[src/rtl/vga_timing_gen.sv]
// Programmable VGA raster timing generator with a frame-synchronous config
// shadow, pixel clock enable and fully registered, zero-skew outputs.
module vga_timing_gen #(
  parameter int              W       = 12,
  parameter logic [4*W-1:0]  DEF_H   = {12'd16, 12'd640, 12'd48, 12'd96},
  parameter logic [4*W-1:0]  DEF_V   = {12'd10, 12'd480, 12'd33, 12'd2},
  parameter logic [1:0]      DEF_POL = 2'b00
) (
  input  logic           clk,
  input  logic           rst,
  input  logic           ce,
  input  logic           en,
  input  logic [4*W-1:0] cfg_h,
  input  logic [4*W-1:0] cfg_v,
  input  logic [1:0]     cfg_pol,
  input  logic           cfg_valid,
  output logic           cfg_ack,
  output logic           hsync,
  output logic           vsync,
  output logic           de,
  output logic [W-1:0]   x,
  output logic [W-1:0]   y,
  output logic [W-1:0]   hcount,
  output logic [W-1:0]   vcount,
  output logic           line_start,
  output logic           frame_start
);

  function automatic logic [W-1:0] f_sync(input logic [4*W-1:0] t);
    return t[W-1:0];
  endfunction

  function automatic logic [W-1:0] f_bp(input logic [4*W-1:0] t);
    return t[2*W-1:W];
  endfunction

  function automatic logic [W-1:0] f_act(input logic [4*W-1:0] t);
    return t[3*W-1:2*W];
  endfunction

  function automatic logic [W-1:0] f_fp(input logic [4*W-1:0] t);
    return t[4*W-1:3*W];
  endfunction

  function automatic logic [W-1:0] f_total(input logic [4*W-1:0] t);
    return f_sync(t) + f_bp(t) + f_act(t) + f_fp(t);
  endfunction

  function automatic logic f_in_act(input logic [W-1:0] c, input logic [4*W-1:0] t);
    return (c >= f_sync(t) + f_bp(t)) && (c < f_sync(t) + f_bp(t) + f_act(t));
  endfunction

  logic [4*W-1:0] cur_h_q, cur_h_d, cur_v_q, cur_v_d;
  logic [4*W-1:0] shd_h_q, shd_h_d, shd_v_q, shd_v_d;
  logic [4*W-1:0] src_h, src_v;
  logic [1:0]     cur_pol_q, cur_pol_d, shd_pol_q, shd_pol_d, src_pol;
  logic           pending_q, pending_d, run_q, run_d;
  logic           h_last, v_last, at_end, apply;

  logic [W-1:0]   hcount_q, hcount_d, vcount_q, vcount_d;
  logic [W-1:0]   x_q, x_d, y_q, y_d;
  logic           hsync_q, hsync_d, vsync_q, vsync_d, de_q, de_d;
  logic           line_q, line_d, frame_q, frame_d, ack_q;
  logic           h_on, v_on;

  // Config shadow; a write landing on the apply edge bypasses the shadow.
  always_comb begin
    src_h     = cfg_valid ? cfg_h   : shd_h_q;
    src_v     = cfg_valid ? cfg_v   : shd_v_q;
    src_pol   = cfg_valid ? cfg_pol : shd_pol_q;
    h_last    = hcount_q >= f_total(cur_h_q) - 1'b1;
    v_last    = vcount_q >= f_total(cur_v_q) - 1'b1;
    at_end    = en & ce & run_q & h_last & v_last;
    apply     = (~en | at_end) & (pending_q | cfg_valid);
    cur_h_d   = apply ? src_h   : cur_h_q;
    cur_v_d   = apply ? src_v   : cur_v_q;
    cur_pol_d = apply ? src_pol : cur_pol_q;
    shd_h_d   = cfg_valid ? cfg_h   : shd_h_q;
    shd_v_d   = cfg_valid ? cfg_v   : shd_v_q;
    shd_pol_d = cfg_valid ? cfg_pol : shd_pol_q;
    if (apply)          pending_d = 1'b0;
    else if (cfg_valid) pending_d = 1'b1;
    else                pending_d = pending_q;
  end

  // Outputs are decoded from the next count with the next timing, so after
  // the register they describe exactly the count they sit beside.
  always_comb begin
    hcount_d = hcount_q;
    vcount_d = vcount_q;
    run_d    = run_q;
    hsync_d  = hsync_q;
    vsync_d  = vsync_q;
    de_d     = de_q;
    x_d      = x_q;
    y_d      = y_q;
    line_d   = line_q;
    frame_d  = frame_q;
    h_on     = 1'b0;
    v_on     = 1'b0;
    if (!en) begin
      hcount_d = '0;
      vcount_d = '0;
      run_d    = 1'b0;
      hsync_d  = ~cur_pol_d[0];
      vsync_d  = ~cur_pol_d[1];
      de_d     = 1'b0;
      x_d      = '0;
      y_d      = '0;
      line_d   = 1'b0;
      frame_d  = 1'b0;
    end else if (ce) begin
      run_d = 1'b1;
      if (!run_q) begin
        hcount_d = '0;
        vcount_d = '0;
      end else if (h_last) begin
        hcount_d = '0;
        vcount_d = v_last ? '0 : vcount_q + 1'b1;
      end else begin
        hcount_d = hcount_q + 1'b1;
      end
      h_on    = f_in_act(hcount_d, cur_h_d);
      v_on    = f_in_act(vcount_d, cur_v_d);
      hsync_d = (hcount_d < f_sync(cur_h_d)) ~^ cur_pol_d[0];
      vsync_d = (vcount_d < f_sync(cur_v_d)) ~^ cur_pol_d[1];
      de_d    = h_on & v_on;
      x_d     = (h_on & v_on) ? hcount_d - f_sync(cur_h_d) - f_bp(cur_h_d) : '0;
      y_d     = v_on ? vcount_d - f_sync(cur_v_d) - f_bp(cur_v_d) : '0;
      line_d  = (hcount_d == '0);
      frame_d = (hcount_d == '0) && (vcount_d == '0);
    end
  end

  always_ff @(posedge clk or negedge rst) begin
    if (!rst) begin
      cur_h_q   <= DEF_H;
      cur_v_q   <= DEF_V;
      cur_pol_q <= DEF_POL;
      shd_h_q   <= DEF_H;
      shd_v_q   <= DEF_V;
      shd_pol_q <= DEF_POL;
      pending_q <= 1'b0;
      run_q     <= 1'b0;
      hcount_q  <= '0;
      vcount_q  <= '0;
      hsync_q   <= ~DEF_POL[0];
      vsync_q   <= ~DEF_POL[1];
      de_q      <= 1'b0;
      x_q       <= '0;
      y_q       <= '0;
      line_q    <= 1'b0;
      frame_q   <= 1'b0;
      ack_q     <= 1'b0;
    end else begin
      cur_h_q   <= cur_h_d;
      cur_v_q   <= cur_v_d;
      cur_pol_q <= cur_pol_d;
      shd_h_q   <= shd_h_d;
      shd_v_q   <= shd_v_d;
      shd_pol_q <= shd_pol_d;
      pending_q <= pending_d;
      run_q     <= run_d;
      hcount_q  <= hcount_d;
      vcount_q  <= vcount_d;
      hsync_q   <= hsync_d;
      vsync_q   <= vsync_d;
      de_q      <= de_d;
      x_q       <= x_d;
      y_q       <= y_d;
      line_q    <= line_d;
      frame_q   <= frame_d;
      ack_q     <= apply;
    end
  end

  assign cfg_ack     = ack_q;
  assign hsync       = hsync_q;
  assign vsync       = vsync_q;
  assign de          = de_q;
  assign x           = x_q;
  assign y           = y_q;
  assign hcount      = hcount_q;
  assign vcount      = vcount_q;
  assign line_start  = line_q;
  assign frame_start = frame_q;

endmodule
[config.mk]
export PLATFORM = sky130hd
export DESIGN_NAME = vga_timing_gen
export DESIGN_NICKNAME = d
export VERILOG_FILES = /design/src/rtl/vga_timing_gen.sv
export SDC_FILE = /design/constraint.sdc
export NUM_CORES = 1
export LEC_CHECK = 0
export BUFFER_PORTS_ARGS = -buffer_cell sky130_fd_sc_hd__buf_2
export CORE_AREA = 2 2 253 255
export DETAILED_ROUTE_END_ITERATION = 12
export DIE_AREA = 0 0 255 257
export HOLD_SLACK_MARGIN = 0.15
export PLACE_DENSITY_LB_ADDON = 0.08
export SLEW_MARGIN = 20
export SYNTH_ARGS = -nofsm -noshare
export SYNTH_HDL_FRONTEND = slang
export SYNTH_SLANG_ARGS = --single-unit
[constraint.sdc]
create_clock -name clk -period 31.6 [get_ports clk]
set_input_delay 3.16 -clock clk [delete_from_list [all_inputs] [get_ports clk]]
set_output_delay 3.16 -clock clk [all_outputs]
set_load 0.01 [all_outputs]
Word-level counts from Yosys, hierarchy flattened
Index checks and enable logic that the tools add are counted.
W data, S select, Z words.

storage, ports and cells
  bits in registers = 252
  input bits = 103
  word-level logic and storage cells = 105

operators by class
  add/subtract/negate cells = 18
  magnitude comparators = 8
  equal/unequal tests = 1
  muxes and demuxes = 39
  bitwise logic cells = 13
  reduce and logical (&&, ||, !) cells = 6

operators with widths
  operator                 count
  $mux W12                 19
  $add A12 B12 Y12         10
  $mux W48                 2
  $mux W36                 2
  $ge A12 B12 Y1           4
  $lt A12 B12 Y1           4
  $sub A12 B12 Y12         4
  $add A12 B1 Y12 const B  2
  $logic_not A12 Y1        2
  $sub A12 B1 Y12 const B  2
  $mux W1                  14
  $and A1 B1 Y1            6
  $mux W2                  2
  $logic_and A1 B1 Y1      3
  $not A1 Y1               3
  $ne A2 B2 Y1 const B     1
  $or A1 B1 Y1             2
  $reduce_bool A2 Y1       1
  $xnor A1 B1 Y1           2

Depth between registers and ports, before layout
Gate-level depths: netlist (run 1).

  word-level depth = 18
  gate-level depth with buffers = 57
  gate-level depth less buffers = 53

Least setup slack after synthesis (run 1)
No wires, ideal clock.

  kind = register -> register
  start = register cur_v_q[1]
  end = register x_q[10], in the netlist x[10]
  library setup time = 0.121 ns
  arrival = 10.162 ns
  data required time = 31.479 ns
  slack = 21.317 ns
  stages on the path, launching flop included = 50
  buffers on the path = 4
  period minus slack after synthesis = 10.283 ns
  cell sequence = dfstp_2 inv_1 ha_1 fa_1 fa_1 inv_1 ha_1 fa_1 a21o_1 a21oi_1 o21bai_1 a21oi_1 nor2b_1 o21a_1 o21ai_0 nand2b_1 a21oi_1 xnor2_1 [14 not listed] a21oi_1 o31ai_4 mux2i_1 or4b_1 ha_1 a21oi_1 o21ai_0 xnor2_1 xnor3_1 ha_1 nand4_1 nor2_1 nand2_1 o21ai_0 a31oi_1 and4_1 buf_2 a22o_1

on the way
  cells in the longest elaborated chain, start to end = 17

RTL lines
  element                             line  RTL
  from (decl)                         53    logic [4*W-1:0] cur_h_q, cur_h_d, cur_v_q, cur_v_d;
  from (signal assigned)              157   cur_v_q <= cur_v_d;
  $add A12 B12 Y12 (*) (3 in series)  46    return f_sync(t) + f_bp(t) + f_act(t) + f_fp(t);
  $sub A12 B1 Y12 (*)                 72    v_last = vcount_q >= f_total(cur_v_q) - 1'b1;
  $ge A12 B12 Y1 (*)                  72
  $and A1 B1 Y1 (*)                   73    at_end = en & ce & run_q & h_last & v_last;
  $or A1 B1 Y1 (*)                    74    apply = (~en | at_end) & (pending_q | cfg_valid);
  $and A1 B1 Y1 (*)                   74
  $mux W36 (*)                        75    cur_h_d = apply ? src_h : cur_h_q;
  via cur_h_d[12]                     53
  $add A12 B12 Y12 (2 in series)      50    return (c >= f_sync(t) + f_bp(t)) && (c < f_sync(t) + f_bp(t) + f_act(t));
  $lt A12 B12 Y1                      50
  $logic_and A1 B1 Y1                 50
  $and A1 B1 Y1                       128   x_d = (h_on & v_on) ? hcount_d - f_sync(cur_h_d) - f_bp(cur_h_d) : '0;
  $mux W12 (*)                        128
  $mux W12 (*)                        112   end else if (ce) begin
  $mux W12 (*)                        101   if (!en) begin
  to (signal assigned)                150   x_q <= '0;
  to (signal assigned)                169   x_q <= x_d;
  to (decl)                           61    logic [W-1:0] x_q, x_d, y_q, y_d;

The timed path passes the listed nets; every way through them passes the cells marked *. The select of a mux whose other input is x is not followed.
A chain may end at the register's enable or synchronous reset.

Final worst setup path (run 1)
  start = register cur_h_q[1]
  end = register x_q[3], in the netlist x[3]

on the way
  cells in the longest elaborated chain, start to end = 18

RTL lines
  element                             line  RTL
  from (decl)                         53
  from (signal assigned)              156   cur_h_q <= cur_h_d;
  $add A12 B12 Y12 (*) (3 in series)  46
  $sub A12 B1 Y12 (*)                 71    h_last = hcount_q >= f_total(cur_h_q) - 1'b1;
  $ge A12 B12 Y1 (*)                  71
  $and A1 B1 Y1 (*) (2 in series)     73
  $or A1 B1 Y1 (*)                    74
  $and A1 B1 Y1 (*)                   74
  $mux W36 (*)                        75
  via cur_h_d[12]                     53
  $add A12 B12 Y12 (2 in series)      50
  $lt A12 B12 Y1                      50
  $logic_and A1 B1 Y1                 50
  $and A1 B1 Y1                       128
  $mux W12 (*)                        128
  $mux W12 (*)                        112
  $mux W12 (*)                        101

Marked as above.

==> results of run 1 <==
## per-stage QoR
| step | hold WS (ns) | instances | utilization | area (sq um) |
|---|---|---|---|---|
| finish | 0.4716 | 2954 | 0.3446 | 21620 |
| global route | 0.4993 | 2954 | 0.3446 | 21620 |
| CTS | 0.4784 | 2954 | 0.3446 | 21620 |
| detailed placement | 0.4641 | 2891 | 0.3259 | 20450 |
| global placement | 0.4680 | 2891 | 0.3259 | 20450 |
| floorplan | 0.4523 | 1930 | - | 18670 |
## power breakdown
group / switching, mW / internal, mW
sequential: 0.0176 / 0.361
clock: 0.160 / 0.247
combinational: 0.519 / 0.393
total: 0.697 / 1.00
## cells by family (layout without fill, tap and decap cells)
kind of cell / Yosys count / count (layout) / synth area share
AND/OR/NAND/NOR: 407 / 407 / 0.1075
buffers and inverters: 387 / 565 / 0.07853
AO/OA/AOI/OAI: 350 / 350 / 0.1225
adder cells (fa/ha/maj): 298 / 298 / 0.2262
flip-flops: 252 / 252 / 0.3400
XOR/XNOR: 118 / 118 / 0.05608
multiplexers: 118 / 118 / 0.06928
## cells in the final DEF, fill, tap and decap left out, drive strengths merged, types with 28 or more instances in the layout
master,instances
a21o,47
a21oi,124
and2,52
buf,168
clkbuf,51
dfrtp,218
dfstp,34
fa,66
ha,232
inv,332
mux2,90
mux2i,28
nand2,154
nor2,66
o21ai,68
xnor2,72
xor2,45
## registers in the layout, summed over array words and instances (netlist names)
name and flops:
cur_h_q 48, cur_v_q 48, shd_h_q 48, shd_v_q 48, hcount 12, vcount 12
x 12, y 12, cur_pol_q 2, shd_pol_q 2, cfg_ack 1, de 1
frame_start 1, hsync 1, line_start 1, pending_q 1, run_q 1, vsync 1
## Yosys cell counts (4+ instances only)
| master | n | area (sq um) |
|---|---|---|
| a211o_1 | 5 | 43.79 |
| a21boi_0 | 10 | 75.07 |
| a21o_1 | 47 | 352.8 |
| a21oi_1 | 124 | 620.6 |
| a22o_1 | 23 | 201.4 |
| a31oi_1 | 4 | 25.02 |
| and2_1 | 52 | 325.3 |
| and3_1 | 10 | 62.56 |
| buf_1 | 5 | 18.77 |
| clkbuf_1 | 44 | 165.2 |
| dfrtp_1 | 218 | 5455 |
| dfstp_2 | 34 | 893.4 |
| fa_1 | 66 | 1321 |
| ha_1 | 232 | 2903 |
| inv_1 | 332 | 1246 |
| mux2_2 | 90 | 1013 |
| mux2i_1 | 28 | 280.3 |
| nand2_1 | 153 | 574.3 |
| nand2b_1 | 14 | 87.58 |
| nand3_1 | 15 | 75.07 |
| nand4_1 | 13 | 81.33 |
| nor2_1 | 66 | 247.7 |
| nor2b_1 | 25 | 156.4 |
| nor3_1 | 21 | 105.1 |
| nor3b_1 | 4 | 30.03 |
| nor4_1 | 5 | 31.28 |
| o2111ai_1 | 4 | 35.03 |
| o21a_1 | 10 | 75.07 |
| o21ai_0 | 65 | 325.3 |
| o21bai_1 | 21 | 157.7 |
| or3_1 | 10 | 62.56 |
| xnor2_1 | 72 | 630.6 |
| xor2_1 | 45 | 394.1 |
## critical path: cells and delay by family, from the launching register on
kind / cells / cell delay, ns
fa+ha+maj: 10 / 3.57
compound gates: 16 / 3.24
xor+xnor: 3 / 0.50
flops: 1 / 0.34
simple gates: 13 / 3.04
buf+inv: 6 / 1.20
mux: 1 / 0.14
## layout make-up
cell class | count | area (sq um) | share of cell area
Multi-Input combinational cell | 1291 | 10880 | 0.5031
Sequential cell | 252 | 6349 | 0.2936
Inverter | 334 | 1255 | 0.05804
Clock buffer | 51 | 1049 | 0.04850
Tap cell | 846 | 1059 | 0.04896
Timing Repair Buffer | 168 | 908.4 | 0.04201
Clock inverter | 12 | 123.9 | 0.005729
## routing by layer
metal | vias up | global-route usage
li1 | 6687 | -
met1 | 6584 | 0.2795
met2 | 195 | 0.2531
met3 | 61 | 0.02944
met4 | 0 | 0.04305
met5 | - | 0
## path summary, 6_finish.rpt
path	cells past startpoint	start	endpoint	slack [ns]
max	49	cur_h_q[1]	x[3]	19.42
min	1	de	de	0.47
max reg2reg	49	cur_h_q[1]	x[3]	19.42
min reg2reg	1	de	de	0.47
max in group asynchronous	2	rst	shd_v_q[28]	27.58
min in group asynchronous	1	rst	x[2]	2.65
==> metrics, run 1 <==
Post-layout nets=2483; Post-Syn Area per Cell=9.676 sq um; syn nets=2331; Synth-to-Final Area Change=15.78%; Worst Tran Pin Value=1.052 ns; fillers=6569; pre-CTS WS=19.42 ns; DIE WIDTH=255 microns; WP data required=32.08 ns; setup ws final=19.42 ns; antenna violations before repair=1; unrepaired setup endpoints after global routing=no; Leak Pwr=11.24 nW; post-synthesis cell type count=76; initial core utilization=0.2977; Fin. Hold Viols=0; Final Cycle Share=0.3855; Max Buffers Root-to-Sink=3; Synth Instances=1930; min Tclk post-route=12.18 ns; drt via density=4.579; DR pass1 iterations=5; Slew HR=0.2987; Worst path most repeated cell=ha_1; IO Pins=157; Overflow after GRT=0; All-Layer GR Usage=0.1792; critical-path maximum fanout=72; core area=0.06274 sq mm; vias in the first global route=14290; global-route wire length before repair=88.54 mm; PortBufs=156; die height=257 microns; arrival time worst endpoint=12.66 ns; power per cell area=78.53 mW/mm^2; ant diodes=0; post-synthesis sequential area ratio=0.3400; critical path type=register to register; drc violations=0; Worst Skew=0.01678 ns; Total Power=1.698 mW; slowest cell delay on critical path=0.63 ns; warnings from Yosys=0; setup bufs post-CTS=0; Reg clk slew, reported paths=0.07 ns; Max Cap Viol=0; Final ANT Viol Nets=0; Num CTS Buffers=35; Post-CTS Resized=0; hold buffers post-CTS=0; Fin Setup TNS=0 ns; CTS Root Cell=clkbuf_16; met3 WL post-DR=2.100 mm; asr flop ratio synth=1.000; clock latency on the worst-skew pair=0.55 ns; slowest CP cell=and4_1; CTS sink cnt=252; pin count of the biggest net entering global routing=147; gp weighted congestion=0.8188; fmax=0.08209 GHz; top sig layer=met4; per-cell routed wire length=19.35 microns; status=finished, final reports clean; Mapped Area=0.01867 sq mm; final WL=57.17 mm; TritonCTS clock tree=done; dominant synthesized flop cell=dfrtp_1; proportion of layout cells with a drive suffix above 1=0.1746; final count of pins violating max slew=0; die area=0.06554 sq mm; peak supply drop=0.00004051 V; std cell rows=92; Critical Path End Type=register; # setup viols final=0; initial drt markers=643; Post-synth EDFFs=0; DP Wirelength=44.88 mm; CP Launch Type=register; Yosys reg bits=252; hold crit path type=register to register; H-tree depth=2; via count=13530; met2 WL=23.05 mm; Met1 Routed Length=30.83 mm
No activity file was read; power rests on OpenSTA's default activity.
==> run 2: changes to the inputs <==
- clock period: 31.6 -> 11.5 ns (I/O delays scaled with it)
==> metrics, run 2 (synthesis results as in run 1) <==
Reg power frac=0.221; Max Cap Viol=0; slowest CP cell=or4_4; H-tree depth=2; PortBufs=156; unrepaired setup endpoints after global routing=no; DR pass1 iterations=5; core area=0.06274 sq mm; Reg clk slew, reported paths=0.06 ns; slowest cell delay on critical path=0.55 ns; r2r setup slk=0.80 ns; hold crit path type=register to register; vias in the first global route=14310; All-Layer GR Usage=0.1784; fmax=0.09345 GHz; via count=13510; DP Wirelength=45.13 mm; R2R Path Start=cur_h_q[1]; die height=257 microns; Slew HR=0.2891; Post-DP Area=0.02054 sq mm; final WL=57.39 mm; initial core utilization=0.2977; DIE WIDTH=255 microns; CTS Root Cell=clkbuf_16; global-route wire length before repair=88.42 mm; most frequent cells in the layout=inv_1, ha_1, dfrtp_1; TritonCTS clock tree=done; Final ANT Viol Nets=0; per-cell routed wire length=19.35 microns; Max Buffers Root-to-Sink=3; Leak Pwr=11.32 nW; proportion of layout cells with a drive suffix above 1=0.1812; peak supply drop=0.0001309 V; std cell rows=92; min Tclk post-route=10.70 ns; commonest non-fill, non-tap cell in the layout=inv_1; hold path start=cur_pol_q[0]; gp weighted congestion=0.8263; critical-path maximum fanout=13; die area=0.06554 sq mm; antenna violations before repair=2; IO Pins=157; Final Cycle Share=0.9305; drc violations=0; final count of pins violating max slew=0; Worst path most repeated cell=ha_1; pin count of the biggest net entering global routing=85; Critical Path End Type=register; worst path buffer plus inverter count=4; Comb pwr share=0.542; Num CTS Buffers=34; Worst Tran Pin Value=1.062 ns; Total Power=4.687 mW; cell family with most CP delay=adder cells; fillers=6562; CP Launch Type=register; ant diodes=0; Critical Path Source=cur_h_q[1]; Clk pwr share=0.236; switching share of power=0.4139; WP data required=11.97 ns; critical path type=register to register; CTS sink cnt=252; Synth-to-Final Area Change=16.37%; final instance area=0.02173 sq mm; Post-layout nets=2495; Worst Skew=0.02422 ns; Overflow after GRT=0; arrival time worst endpoint=11.17 ns; hold buffers post-CTS=0; Fin Setup TNS=0 ns; FF+latch area=0.006349 sq mm; area occupied by multi-input gates=0.01090 sq mm; sw power=1.940 mW; internal power=2.747 mW; power per cell area=215.7 mW/mm^2; status=finished, final reports clean; Fin. Hold Viols=0; initial drt markers=670; drt via density=4.556; clock latency on the worst-skew pair=0.55 ns; # setup viols final=0
==> run 2: changes by cell type in the layout (fill, tap and decap cells not counted), moves of 3 or more <==
cell | before | now
buf_4 | 11 | 21
a21oi_1 | 124 | 121
a21oi_2 | 0 | 3
clkinvlp_4 | 4 | 1
==> run 2: repair_timing <==
item                                    in CTS  in global routing
setup buffers                                0                  1
endpoints found under the setup margin       0                 25
resized for setup                            0                 12
==> run 2: through the flow <==
stage	utilization	cells	hold slack (ns)	setup WS [ns]
final	0.3464	2965	0.4867	0.7989
after global routing	0.3464	2965	0.5071	0.05683
after CTS	0.3456	2962	0.4956	0.1563
after detailed placement	0.3273	2901	0.4826	0.2201
after global placement	0.3273	2901	0.4734	0.4706
after floorplan	-	1930	0.4523	1.217
==> run 2: final cells by class <==
class                   instances  share of cell area
clock buffers                  50             0.04612
clock inverters                11            0.006449
inverters                     334             0.05792
multi-input cells            1291              0.5015
flip-flops and latches        252              0.2921
well taps                     846             0.04871
repair buffers                180             0.04693
repair inverters                1           0.0002303
==> run 2: power by group through the flow <==
stage	sequential [mW]	clock [mW]	combinational [mW]
after floorplan	1.04	0	1.91
after global placement	1.05	0	2.53
after detailed placement	1.05	0	2.56
after CTS	1.04	1.15	2.57
after global routing	1.05	1.18	2.95
final	1.04	1.11	2.54
==> run 2: worst register-to-register path: cells and delay by family (launching register included) <==
family                     cells  cell delay [ns]
and+or+nand+nor               11             2.64
adders and majority gates     10             3.55
xor gates and xnor gates       3             0.47
DFF                            1             0.39
AOI/OAI and AO/OA             17             3.23
buffers and inverters          4             0.36
==> run 2: worst paths after layout <==
| kind | end | cells past startpoint |
|---|---|---|
| max reg2reg | x[3] | 45 |
| max | x[3] | 45 |
| max in group asynchronous | shd_h_q[45] | 2 |
| min in group asynchronous | de | 1 |
| min reg2reg | cur_pol_q[0] | 2 |
| min | cur_pol_q[0] | 2 |
==> run 2: per-layer routing <==
layer / share of wire / wire length, microns / track usage
met4: 0.020 / 1146 / 0.04548
met3: 0.039 / 2234 / 0.02731
met2: 0.40 / 22960 / 0.2484
met1: 0.54 / 31040 / 0.2817
met5: 0 / 0 / 0
